--- src/rtl/rom_bus_sequencer.sv ---
// rtl/rom_bus_sequencer.sv - single-port game ROM/RAM sequencer: ioctl download writes, CPU/video reads, core reset
module rom_bus_sequencer #(
    parameter int         AW          = 16,
    parameter int         HOLD_CYCLES = 1024,
    parameter logic [7:0] ROM_INDEX   = 8'd0
) (
    input  logic          clk_sys,
    input  logic          reset_n,
    input  logic          ioctl_download,
    input  logic          ioctl_wr,
    input  logic [7:0]    ioctl_index,
    input  logic [24:0]   ioctl_addr,
    input  logic [7:0]    ioctl_dout,
    input  logic          cpu_req,
    input  logic [AW-1:0] cpu_addr,
    output logic          cpu_ack,
    output logic [7:0]    cpu_data,
    input  logic          vid_req,
    input  logic [AW-1:0] vid_addr,
    output logic          vid_ack,
    output logic [7:0]    vid_data,
    output logic [AW-1:0] mem_addr,
    output logic          mem_we,
    output logic [7:0]    mem_din,
    input  logic [7:0]    mem_dout,
    output logic          core_reset,
    output logic          rom_loaded
);
    typedef enum logic [1:0] {S_IDLE, S_LOAD, S_HOLD, S_RUN} state_t;
    typedef enum logic [1:0] {P_FREE, P_ADDR, P_DATA} phase_t;

    localparam int            CW        = (HOLD_CYCLES > 1) ? $clog2(HOLD_CYCLES) : 1;
    localparam logic [CW-1:0] HOLD_LAST = CW'(HOLD_CYCLES - 1);

    state_t        r_state;
    phase_t        r_phase;
    logic [CW-1:0] r_cnt;
    logic          r_owner_vid;
    logic          r_last_vid;

    logic w_wr_ok;
    logic w_any_req;
    logic w_pick_vid;

    // A write also needs download still high so mem_we can never spill into HOLD.
    assign w_wr_ok    = ioctl_wr && ioctl_download && (ioctl_index == ROM_INDEX)
                        && ((ioctl_addr >> AW) == 25'd0);
    assign w_any_req  = cpu_req || vid_req;
    assign w_pick_vid = vid_req && (!cpu_req || !r_last_vid);

    always_ff @(posedge clk_sys) begin
        if (!reset_n) begin
            r_state     <= S_IDLE;
            r_phase     <= P_FREE;
            r_cnt       <= '0;
            r_owner_vid <= 1'b0;
            r_last_vid  <= 1'b1;
            core_reset  <= 1'b1;
            rom_loaded  <= 1'b0;
            mem_we      <= 1'b0;
            mem_addr    <= '0;
            mem_din     <= '0;
            cpu_ack     <= 1'b0;
            vid_ack     <= 1'b0;
            cpu_data    <= '0;
            vid_data    <= '0;
        end else begin
            mem_we  <= 1'b0;
            cpu_ack <= 1'b0;
            vid_ack <= 1'b0;
            case (r_state)
                S_IDLE: begin
                    core_reset <= 1'b1;
                    if (ioctl_download) begin
                        r_state <= S_LOAD;
                    end
                end
                S_LOAD: begin
                    core_reset <= 1'b1;
                    if (w_wr_ok) begin
                        mem_we   <= 1'b1;
                        mem_addr <= ioctl_addr[AW-1:0];
                        mem_din  <= ioctl_dout;
                    end
                    if (!ioctl_download) begin
                        r_state    <= S_HOLD;
                        r_cnt      <= '0;
                        rom_loaded <= 1'b1;
                    end
                end
                S_HOLD: begin
                    core_reset <= 1'b1;
                    if (ioctl_download) begin
                        r_state <= S_LOAD;
                        r_cnt   <= '0;
                    end else if (r_cnt == HOLD_LAST) begin
                        r_state    <= S_RUN;
                        r_phase    <= P_FREE;
                        core_reset <= 1'b0;
                    end else begin
                        r_cnt <= r_cnt + 1'b1;
                    end
                end
                S_RUN: begin
                    if (ioctl_download) begin
                        // Abandon whatever read is in flight; its ack never appears.
                        r_state    <= S_LOAD;
                        r_phase    <= P_FREE;
                        core_reset <= 1'b1;
                    end else begin
                        case (r_phase)
                            P_FREE: begin
                                if (w_any_req) begin
                                    mem_addr    <= w_pick_vid ? vid_addr : cpu_addr;
                                    r_owner_vid <= w_pick_vid;
                                    r_last_vid  <= w_pick_vid;
                                    r_phase     <= P_ADDR;
                                end
                            end
                            P_ADDR: r_phase <= P_DATA;
                            P_DATA: begin
                                if (r_owner_vid) begin
                                    vid_data <= mem_dout;
                                    vid_ack  <= 1'b1;
                                end else begin
                                    cpu_data <= mem_dout;
                                    cpu_ack  <= 1'b1;
                                end
                                r_phase <= P_FREE;
                            end
                            default: r_phase <= P_FREE;
                        endcase
                    end
                end
                default: r_state <= S_IDLE;
            endcase
        end
    end
endmodule

--- config.mk ---
export PLATFORM = sky130hd
export DESIGN_NAME = rom_bus_sequencer
export DESIGN_NICKNAME = d
export VERILOG_FILES = /design/src/rtl/rom_bus_sequencer.sv
export SDC_FILE = /design/constraint.sdc
export NUM_CORES = 1
export LEC_CHECK = 0
export BUFFER_PORTS_ARGS = -buffer_cell sky130_fd_sc_hd__buf_4
export CORE_MARGIN = 2
export CORE_UTILIZATION = 35
export CTS_CLUSTER_SIZE = 25
export DETAILED_ROUTE_END_ITERATION = 12
export SLEW_MARGIN = 0
export SYNTH_ARGS = -nofsm -noshare
export SYNTH_HDL_FRONTEND = slang
export SYNTH_SLANG_ARGS = --single-unit
export TNS_END_PERCENT = 30
--- constraint.sdc ---
create_clock -name clk_sys -period 2.6 [get_ports clk_sys]
set_input_delay 0.26 -clock clk_sys [delete_from_list [all_inputs] [get_ports clk_sys]]
set_output_delay 0.26 -clock clk_sys [all_outputs]
set_load 0.005 [all_outputs]
==> summary.txt <==
Outcome
  • Status: finished clean

Power
  • Maximum vdd drop: 395 µV
  • Switching Fraction: 31.0%
  • Combinational power share: 29.3%
  • Power per cell area: 613 nW/µm²
  • Register share of total power: 41.9%
  • Overall power: 2600 µW
  • Clock power frac: 28.8%
  • Leak Pwr: 0.00194 µW
  • P_sw: 807 µW
  • Internal power: 1800 µW

Clock network
  • TritonCTS clock tree: done
  • Post-cts sizing count: 0
  • Setup bufs post-CTS: 0
  • CTS Buf Count: 9
  • CTS root buf: clkbuf_8
  • CTS sink count: 61
  • Clk_lat worst skew: 0.33 ns
  • CTS HTree Levels: 3
  • CTS clk-pin slew, worst paths: 0.07 ns
  • Hold_buf cts: 0
  • Clock tree buffer depth: 2

Job
  • Maxcap violations: 0

Timing
  • Unrepaired setup endpoints after global routing: no
  • Final setup fails: 0
  • Crit share post-route: 84.8%
  • Slew @ Worst Pin: 0.990 ns
  • Fin crit period: 2.20 ns
  • Fmax: 0.454 GHz
  • Relative slew slack: 34.0%
  • Sum of negative setup slack: 0 ns
  • Hold Violations, Final: 0
  • Fin. max-slew vios: 0
  • Clock skew: 0.00897 ns

Detailed routing
  • DRT iter0 DRCs: 132
  • Wire length per cell: 14.2 µm
  • Vias per cell: 5.13
  • Drt first pass iters: 4
  • WL final: 8130 µm
  • Via count: 2937
  • DR DRC count: 0
  • Post-route ant nets: 0

Critical path
  • Crit-path slowest cell: a221o_1
  • Worst Path Max Fanout: 38
  • CP required: 2.85 ns
  • Reg2reg end: mem_addr[7]
  • Crit start category: flop
  • Cell breakdown of the critical path: ha_1 > buf_4 > nand2b_1 > a221o_1 > mux2i_1
  • R2R depth: 5
  • Crit path DAT: 2.46 ns
  • Critical Path Sink Type: flop
  • R2R setup slack: 0.40 ns
  • R2R Path Start: r_state[0]
  • CP peak stage delay: 0.81 ns
  • Setup CP Type: reg2reg
  • Crit path launch: r_state[0]

Final layout
  • Share of layout cells above drive strength 1: 33.8%
  • P&R area growth vs syn: 40.5%
  • Layout Nets: 554
  • Final Core Density: 51.1%
  • Antenna Cells: 0
  • Filler cells: 799

Placed design
  • IO Port Bufs: 131
  • DP HPWL: 5990 µm
  • GP Congestion: 0.775

Logic synthesis
  • Sequential share of the synthesized area: 40.4%
  • Ys async rst share: 0%
  • Seq cells post-synth: 61
  • Mapped cell area: 3020 µm²
  • Number of enable flip-flop cells after synthesis: 0
  • Post-synth top area cell: dfxtp_1
  • Avg Inst Size Synth: 8.91 µm²
  • Dominant synthesized flop cell: dfxtp_1
  • Synth warnings: 0
  • Top post-synthesis cells by area: dfxtp_1 (40%), mux2i_1 (17%), o21ai_0 (4.8%)
  • Syn_nets: 430
  • Cell variety after synth: 49
  • Post-Syn Instances: 339
  • Share of the synthesized area in the top cell type: 40.4%

Die
  • # IOs: 132
  • Die Footprint: 9390 µm²
  • Core Box Area: 8300 µm²
  • Die W: 96.9 µm
  • FP Rows: 33
  • Die H: 96.9 µm
  • Starting Density: 36.4%

Global routing
  • Initial antenna violation count: 0
  • Vias in the first global route: 2909
  • Grt ovf: 0
  • First-pass GRT wire length: 14100 µm
  • Largest net degree at the start of global routing: 41
  • All-layer global routing usage: 17.8%

Worst hold path
  • Hold Crit Class: in2reg
  • Hold Path Depth: 3
  • Hold Crit Start: mem_dout[5]
  • Worst hold endpoint: vid_data[5]
## layout by cell type (no fill, tap or decap), types with 2 or more instances in the layout
cell type / Yosys / routed
buf_4: 0 / 137
dfxtp_1: 61 / 61
mux2i_1: 50 / 50
o21ai_0: 29 / 29
nor2_1: 26 / 26
nand2_1: 25 / 25
a21oi_1: 18 / 18
a21o_1: 16 / 16
nand3_1: 15 / 15
clkbuf_8: 0 / 10
inv_1: 5 / 5
and3_1: 5 / 5
o31ai_1: 5 / 5
nand2b_1: 4 / 4
nor4_1: 4 / 4
nand4_1: 4 / 4
ha_1: 4 / 4
nor4bb_1: 3 / 3
or3_1: 3 / 3
nor2b_1: 3 / 3
nor3_1: 3 / 3
a311oi_1: 3 / 3
clkinvlp_4: 0 / 3
and4_1: 2 / 2
nor3b_1: 2 / 2
and3b_1: 2 / 2
or4_1: 2 / 2
a211oi_1: 2 / 2
## power groups by stage
stage	registers, µW	clock network, µW	logic [µW]
floorplan	1110	0	483
global placement	1110	0	753
detailed placement	1110	0	764
CTS	1090	780	769
global route	1100	825	856
finish	1090	749	763
## stage by stage
step	cells	setup slack [ns]	hold WS [ns]	cell area, µm²
finish	573	0.396	0.168	4240
global route	573	0.171	0.165	4240
CTS	573	0.385	0.154	4240
detailed placement	557	0.401	0.452	4070
global placement	557	0.456	0.445	4070
floorplan	339	0.645	0.404	3020
## Yosys cell counts (5+ instances only)
| master | n |
|---|---|
| a21o_1 | 16 |
| a21oi_1 | 18 |
| and3_1 | 5 |
| clkbuf_1 | 17 |
| dfxtp_1 | 61 |
| inv_1 | 5 |
| mux2i_1 | 50 |
| nand2_1 | 25 |
| nand3_1 | 15 |
| nor2_1 | 26 |
| o21ai_0 | 29 |
| o31ai_1 | 5 |
## area by class of cell
cell class	count	area [µm²]	area share, %
multi-input combinational	248	1660	39.2
sequential	61	1220	28.8
timing repair buffer	137	1030	24.2
clock buffer	11	141	3.33
tap	105	131	3.10
clock inverter	5	36.3	0.855
inverter	6	22.5	0.531
## critical path, delay by kind of cell (launching register included)
| family | cells | cell delay (ns) |
|---|---|---|
| compound gates | 1 | 0.81 |
| flops | 1 | 0.38 |
| buf+inv | 1 | 0.32 |
| mux | 1 | 0.27 |
| fa+ha+maj | 1 | 0.18 |
| simple gates | 1 | 0.16 |
## state kept, by name (all words and copies together) (netlist names)
register,cells
vid_ack,1
mem_we,1
r_phase,2
vid_data,8
mem_addr,16
r_owner_vid,1
mem_din,8
r_last_vid,1
cpu_ack,1
r_state,2
core_reset,1
r_cnt,10
rom_loaded,1
cpu_data,8
## how the worst max path moves through the flow
stage | to | slack, ns | depth (start not counted)
after floorplan | r_cnt[3] | 0.64 | 8
after global placement | cpu_data[0] | 0.46 | 6
after detailed placement | mem_addr[7] | 0.40 | 5
after CTS | mem_addr[14] | 0.38 | 5
after global routing | mem_addr[9] | 0.17 | 5
final | mem_addr[7] | 0.40 | 5
## layer usage
metal  routed length, µm  up-vias  global-route usage, %
li1                    -     1485                      -
met5                   0        -                      0
met4                 161        0                   6.39
met2                3980       75                   29.6
met3                 375       17                   4.34
met1                3610     1360                   22.5
## cell families (layout without fill, tap and decap cells)
logic type / count (synthesis) / after routing / synth area share [%]
multiplexers: 50 / 50 / 16.6
adder cells (fa/ha/maj): 4 / 4 / 1.66
flip-flops: 61 / 61 / 40.4
AND/OR/NAND/NOR: 108 / 108 / 18.8
buffers and inverters: 30 / 159 / 4.68
AO/OA/AOI/OAI: 86 / 86 / 17.9
(Power assumes the default switching activity.)
